### src/rtl/ram_arbiter.sv
// ram_arbiter: round-robin owner arbitration of the shared ram1024x32 port, with an optional hold limit.
// Latency: a grant follows req by one cycle from idle, and handover on release costs no bubble cycle.
// Backpressure: requesters keep req high until they see grant; the arbiter revokes a grant (preempted pulse) after MAX_HOLD cycles only if another req is pending.
//
// Ports:
//   clock, reset               system clock (also the RAM clock), synchronous active-high reset
//   req / grant / preempted    per-requester request, one-hot ownership, one-cycle revoke pulse
//   req_address/data/wren      per-requester RAM command, slice i at [i*W +: W]
//   ram_address/data/wren      muxed command to the RAM, driven only from the registered owner
//   ram_q / q                  RAM read data, broadcast unchanged to every requester
module ram_arbiter #(
   parameter int NREQ     = 4,
   parameter int ADDR_W   = 10,
   parameter int DATA_W   = 32,
   parameter int MAX_HOLD = 64
) (
   input  logic                     clock,
   input  logic                     reset,
   input  logic [NREQ-1:0]          req,
   output logic [NREQ-1:0]          grant,
   output logic [NREQ-1:0]          preempted,
   input  logic [NREQ*ADDR_W-1:0]   req_address,
   input  logic [NREQ*DATA_W-1:0]   req_data,
   input  logic [NREQ-1:0]          req_wren,
   output logic [ADDR_W-1:0]        ram_address,
   output logic [DATA_W-1:0]        ram_data,
   output logic                     ram_wren,
   input  logic [DATA_W-1:0]        ram_q,
   output logic [DATA_W-1:0]        q
);

   localparam int PTR_W     = (NREQ > 1) ? $clog2(NREQ) : 1;
   localparam int HOLD_W    = (MAX_HOLD > 1) ? $clog2(MAX_HOLD) : 1;
   localparam int HOLD_LAST = (MAX_HOLD > 0) ? MAX_HOLD - 1 : 0;

   typedef enum logic {S_IDLE, S_OWNED} state_t;

   state_t              state_q;
   logic [PTR_W-1:0]    owner_q;
   logic [PTR_W-1:0]    rr_ptr_q;
   logic [HOLD_W-1:0]   hold_cnt_q;
   logic [NREQ-1:0]     grant_q;
   logic [NREQ-1:0]     preempted_q;

   // First set bit of mask at or after start, searching upward mod NREQ.
   // Result is {found, index}. The loop runs downward so the nearest hit is the last assignment.
   function automatic logic [PTR_W:0] pick(input logic [NREQ-1:0] mask,
                                          input logic [PTR_W-1:0] start);
      logic [PTR_W:0] r;
      int             idx;
      r = '0;
      for (int k = NREQ - 1; k >= 0; k--) begin
         idx = (int'(start) + k) % NREQ;
         if (mask[idx]) r = {1'b1, PTR_W'(idx)};
      end
      return r;
   endfunction

   logic [PTR_W-1:0] owner_inc;
   logic [NREQ-1:0]  others;
   logic [PTR_W:0]   pick_idle;
   logic [PTR_W:0]   pick_next;
   logic             hold_at_limit;

   assign owner_inc = (owner_q == PTR_W'(NREQ - 1)) ? '0 : owner_q + 1'b1;
   // grant_q is one-hot on the owner while OWNED, so this masks the owner out.
   assign others    = req & ~grant_q;
   assign pick_idle = pick(req, rr_ptr_q);
   // On release req[owner] is already low, so the same search serves release and preempt.
   assign pick_next = pick(others, owner_inc);
   assign hold_at_limit = (MAX_HOLD != 0) && (hold_cnt_q == HOLD_W'(HOLD_LAST));

   always_ff @(posedge clock) begin
      if (reset) begin
         state_q     <= S_IDLE;
         owner_q     <= '0;
         rr_ptr_q    <= '0;
         hold_cnt_q  <= '0;
         grant_q     <= '0;
         preempted_q <= '0;
      end else begin
         preempted_q <= '0;
         case (state_q)
            S_IDLE: begin
               hold_cnt_q <= '0;
               if (pick_idle[PTR_W]) begin
                  state_q <= S_OWNED;
                  owner_q <= pick_idle[PTR_W-1:0];
                  grant_q <= NREQ'(1) << pick_idle[PTR_W-1:0];
               end
            end
            S_OWNED: begin
               if (!req[owner_q]) begin
                  // Release: hand straight to the next requester, or fall idle.
                  rr_ptr_q   <= owner_inc;
                  hold_cnt_q <= '0;
                  if (pick_next[PTR_W]) begin
                     owner_q <= pick_next[PTR_W-1:0];
                     grant_q <= NREQ'(1) << pick_next[PTR_W-1:0];
                  end else begin
                     state_q <= S_IDLE;
                     grant_q <= '0;
                  end
               end else if (hold_at_limit && (|others)) begin
                  // Hold limit reached with a competitor waiting: revoke.
                  preempted_q <= grant_q;
                  rr_ptr_q    <= owner_inc;
                  hold_cnt_q  <= '0;
                  owner_q     <= pick_next[PTR_W-1:0];
                  grant_q     <= NREQ'(1) << pick_next[PTR_W-1:0];
               end else if ((MAX_HOLD != 0) && !hold_at_limit) begin
                  hold_cnt_q <= hold_cnt_q + 1'b1;
               end
            end
            default: begin
               state_q <= S_IDLE;
               grant_q <= '0;
            end
         endcase
      end
   end

   // AND-OR mux from the registered one-hot grant; zero when nobody owns the port.
   always_comb begin
      ram_address = '0;
      ram_data    = '0;
      for (int i = 0; i < NREQ; i++) begin
         if (grant_q[i]) begin
            ram_address = req_address[i*ADDR_W +: ADDR_W];
            ram_data    = req_data[i*DATA_W +: DATA_W];
         end
      end
   end

   // Gated by the live req so that a release cycle never writes.
   assign ram_wren  = |(grant_q & req & req_wren);
   assign grant     = grant_q;
   assign preempted = preempted_q;
   assign q         = ram_q;

endmodule
### config.mk
export PLATFORM = sky130hd
export DESIGN_NAME = ram_arbiter
export DESIGN_NICKNAME = d
export VERILOG_FILES = /design/src/rtl/ram_arbiter.sv
export SDC_FILE = /design/constraint.sdc
export NUM_CORES = 1
export LEC_CHECK = 0
export ABC_CLOCK_PERIOD_IN_PS = 2100
export CAP_MARGIN = 20
export CORE_AREA = 2 2 114 116
export DETAILED_ROUTE_END_ITERATION = 16
export DIE_AREA = 0 0 116 118
export PLACE_DENSITY_LB_ADDON = 0.08
export SLEW_MARGIN = 20
export SYNTH_ARGS = -nofsm -noshare
export SYNTH_HDL_FRONTEND = slang
export SYNTH_SLANG_ARGS = --single-unit
### constraint.sdc
create_clock -name clock -period 2.1 [get_ports clock]
set_input_delay 0.42 -clock clock [delete_from_list [all_inputs] [get_ports clock]]
set_output_delay 0.42 -clock clock [all_outputs]
set_load 0.03 [all_outputs]
==> metrics.cfg, run 1 <==
[floorplan]
die_area_um2=13700
fp.dieH_um=118
pin_count=293
die_w_um=116
num_rows=41
core_um2=12400
start_util=0.207

[placement]
io_buffers=228
dp_hpwl_um=10500
post-place-ws_ns=-0.254
placed_area_um2=4990
place_inst=764
routabilityCongestion=0.889

[detailed_routing]
first_pass_iters=4
finalWirelength_um=12800
routed_via_density=4.72
drc=0
wire_per_inst_um=16.7
dr_total_vias=3631
first_iter_violations=145
ant_nets=0

[worst_setup_path]
crit_fanout=42
crit_path_end_kind=output pin
crit_chain=nor2b_4 > buf_12 > a22oi_1 > nor2_1 > a21oi_1 > o21ai_1 > buf_12
crit_required_ns=1.68
worst-path-buf-inv=2
critical_path.top_delay_family=buffers and inverters
worstPathArrival_ns=1.61
crit_path_top_delay_cell=dfxtp_2
max_stage_delay_ns=0.37
critical_path_class=register to output pin
path_common_cell=buf_12
worstSetupStartpointType=register

[power]
design_power_total_w=0.00352
combPwrFrac=0.761
irDropWorstVdd_uv=297
sw_frac_of_total=0.478
p_seq_frac=0.129
power_switching_w=0.00168
power.density_nw_per_um2=691
p_int_w=0.00184
power.leakage_nw=1.98
p_clk_frac=0.110

[flow_run]
maxCapViolCount=0

[logic_synthesis]
synth_nets=617
postSynthAreaPerCell_um2=6.33
synth_cell_types=51
yosysWarnings=0
synth_seq_cells=19
synth_area_um2=2560
yosysSeqAreaShare=0.148
synth-edff-count=0
ys_async_sr_fraction=0
synthFlopType=dfxtp_1
synth_cells=405

[timing]
finalMaxSlewViolations=0
finClkSkew_ns=0.00193
finalSetupViolCount=0
finalCritPeriodShare=0.965
max_freq_mhz=494
final_hold_viol_count=0
worst_slack_ns=0.0744
rsz0062_at_grt=yes
relSlewSlack=0.752
worst_pin_slew_ns=0.371
whs_ns=0.508
period_minus_slack_ns=2.03

[clock_tree]
cts_tree=built
cts_buffer_depth=2
cts_max_level=1
cts-root-buf=clkbuf_16
cts_setup_buffers=0
clk_latency_ns=0.25
clk_pin_slew_ns=0.05
cts_buffers=3
clkSinkCount=19

[finish]
syn_to_final_growth_pct=98.6
design_area_um2=5090
final_layout_size_suffix_gt1_frac=0.225
fin_nets=809
final_cell_count_no_fill=769
num-fill-cells=1326

[run_status]
status=complete, no violations

[global_routing]
grt_pass1_wl_um=19200
antenna_found_initial=1
grt_max_degree=55
grt_pass1_vias=3626
grtUsageTotal=0.178
grt-ovfl-total=0

[hold_path]
hp-class=register to register

-- path summary, 6_finish.rpt --
kind | start | end | slack (ns) | cells past startpoint
setup / recovery | grant[1] | ram_address[8] | 0.07 | 7
hold / removal | hold_cnt_q[3] | hold_cnt_q[3] | 0.51 | 2
setup reg to reg | owner_q[0] | owner_q[0] | 0.19 | 7
hold reg to reg | hold_cnt_q[3] | hold_cnt_q[3] | 0.51 | 2
-- power groups by stage --
stage                     sequential (W)  clock [W]  combinational [W]
after floorplan                 0.000449          0            0.00165
after global placement          0.000461          0            0.00267
after detailed placement        0.000461          0            0.00268
after CTS                       0.000453   0.000394            0.00269
after global routing            0.000459   0.000418            0.00287
final                           0.000454   0.000388            0.00268
-- flip-flops by register name, indices dropped and copies added, names as in the netlist --
signal      flops
hold_cnt_q      6
grant           4
preempted       4
owner_q         2
rr_ptr_q        2
state_q         1
-- per-layer routing --
layer / up-vias / GRT usage / share of wire
li1: 1829 / - / -
met1: 1642 / 0.202 / 0.39
met2: 136 / 0.336 / 0.53
met3: 24 / 0.0278 / 0.058
met4: 0 / 0.0476 / 0.021
met5: - / 0 / 0
-- cells in the final DEF, fill, tap and decap left out, drive strengths merged, types with 4 or more instances in the layout --
cell type        n
a22oi           44
and2             4
clkbuf           4
dfxtp           19
nand2           45
nor2b            6
buf             70
a21oi           54
nand3           10
clkdlybuf4s50  182
inv              4
nor2            53
o21ai           49
a211oi           6
-- worst reg2reg max path, cell delays in order (launching register included) --
cell,delay (ns)
dfxtp_1,0.37
ha_1,0.24
nor2_1,0.28
o221ai_1,0.19
a211oi_1,0.25
buf_4,0.15
nor2_1,0.04
a311oi_1,0.29
-- metrics by stage --
step / setup TNS [ns] / utilization
after floorplan: 0 / -
after global placement: -1.82 / 0.402
after detailed placement: -2.63 / 0.402
after CTS: 0 / 0.409
after global routing: -0.00175 / 0.410
final: 0 / 0.410
-- synthesized netlist by cell type (2+ instances only) --
library cell	count	area (um^2)
or2b_1	2	15.0
o221ai_1	2	17.5
buf_4	32	240
a31oi_1	2	12.5
a22oi_1	44	330
a211oi_1	5	37.5
ha_1	2	25.0
nand2_1	45	169
a311oi_1	3	26.3
a21oi_1	53	265
clkbuf_1	24	90.1
mux2i_1	2	20.0
and2b_1	2	15.0
a32oi_1	2	17.5
buf_2	8	40.0
nor2b_1	6	37.5
and2_1	4	25.0
o21ai_0	48	240
dfxtp_1	19	380
nand2b_1	2	12.5
nor2_1	52	195
nor3_1	2	10.0
inv_1	3	11.3
nand3_1	10	50.1
and3_1	2	12.5
a21o_1	2	15.0
o21a_1	3	22.5
-- kinds of logic (layout without fill, tap and decap cells) --
| family | after synthesis | after routing | share of synthesized area |
|---|---|---|---|
| AO/OA/AOI/OAI | 173 | 173 | 0.419 |
| AND/OR/NAND/NOR | 137 | 137 | 0.247 |
| buffers and inverters | 70 | 261 | 0.156 |
| flip-flops | 19 | 19 | 0.148 |
| multiplexers | 3 | 3 | 0.0166 |
| adder cells (fa/ha/maj) | 2 | 2 | 0.00975 |
| XOR/XNOR | 1 | 1 | 0.00342 |
| other | 0 | 1 | 0 |
-- layout make-up --
| type | count | area (um^2) | area share |
|---|---|---|---|
| Clock buffer | 4 | 78.8 | 0.0155 |
| Inverter | 4 | 15.0 | 0.00295 |
| Tap cell | 172 | 215 | 0.0422 |
| Sequential cell | 19 | 387 | 0.0759 |
| Multi-Input combinational cell | 316 | 1950 | 0.383 |
| Antenna cell | 1 | 2.50 | 0.000491 |
| Timing Repair Buffer | 253 | 2440 | 0.479 |
-- what timing repair did --
action / 4_1_cts / 5_1_grt
gates resized for setup: 0 / 7
hold endpoints to repair: 0 / 0
endpoints found under the setup margin: 0 / 21
hold buffers: 0 / 0
Power figures use the tool's default switching activity.
==> run 2: changes to the inputs <==
HOLD_SLACK_MARGIN = 0.08   (was default)
==> results of run 2 <==
No change in the layout: final DEF, timing and power equal those of run 1.
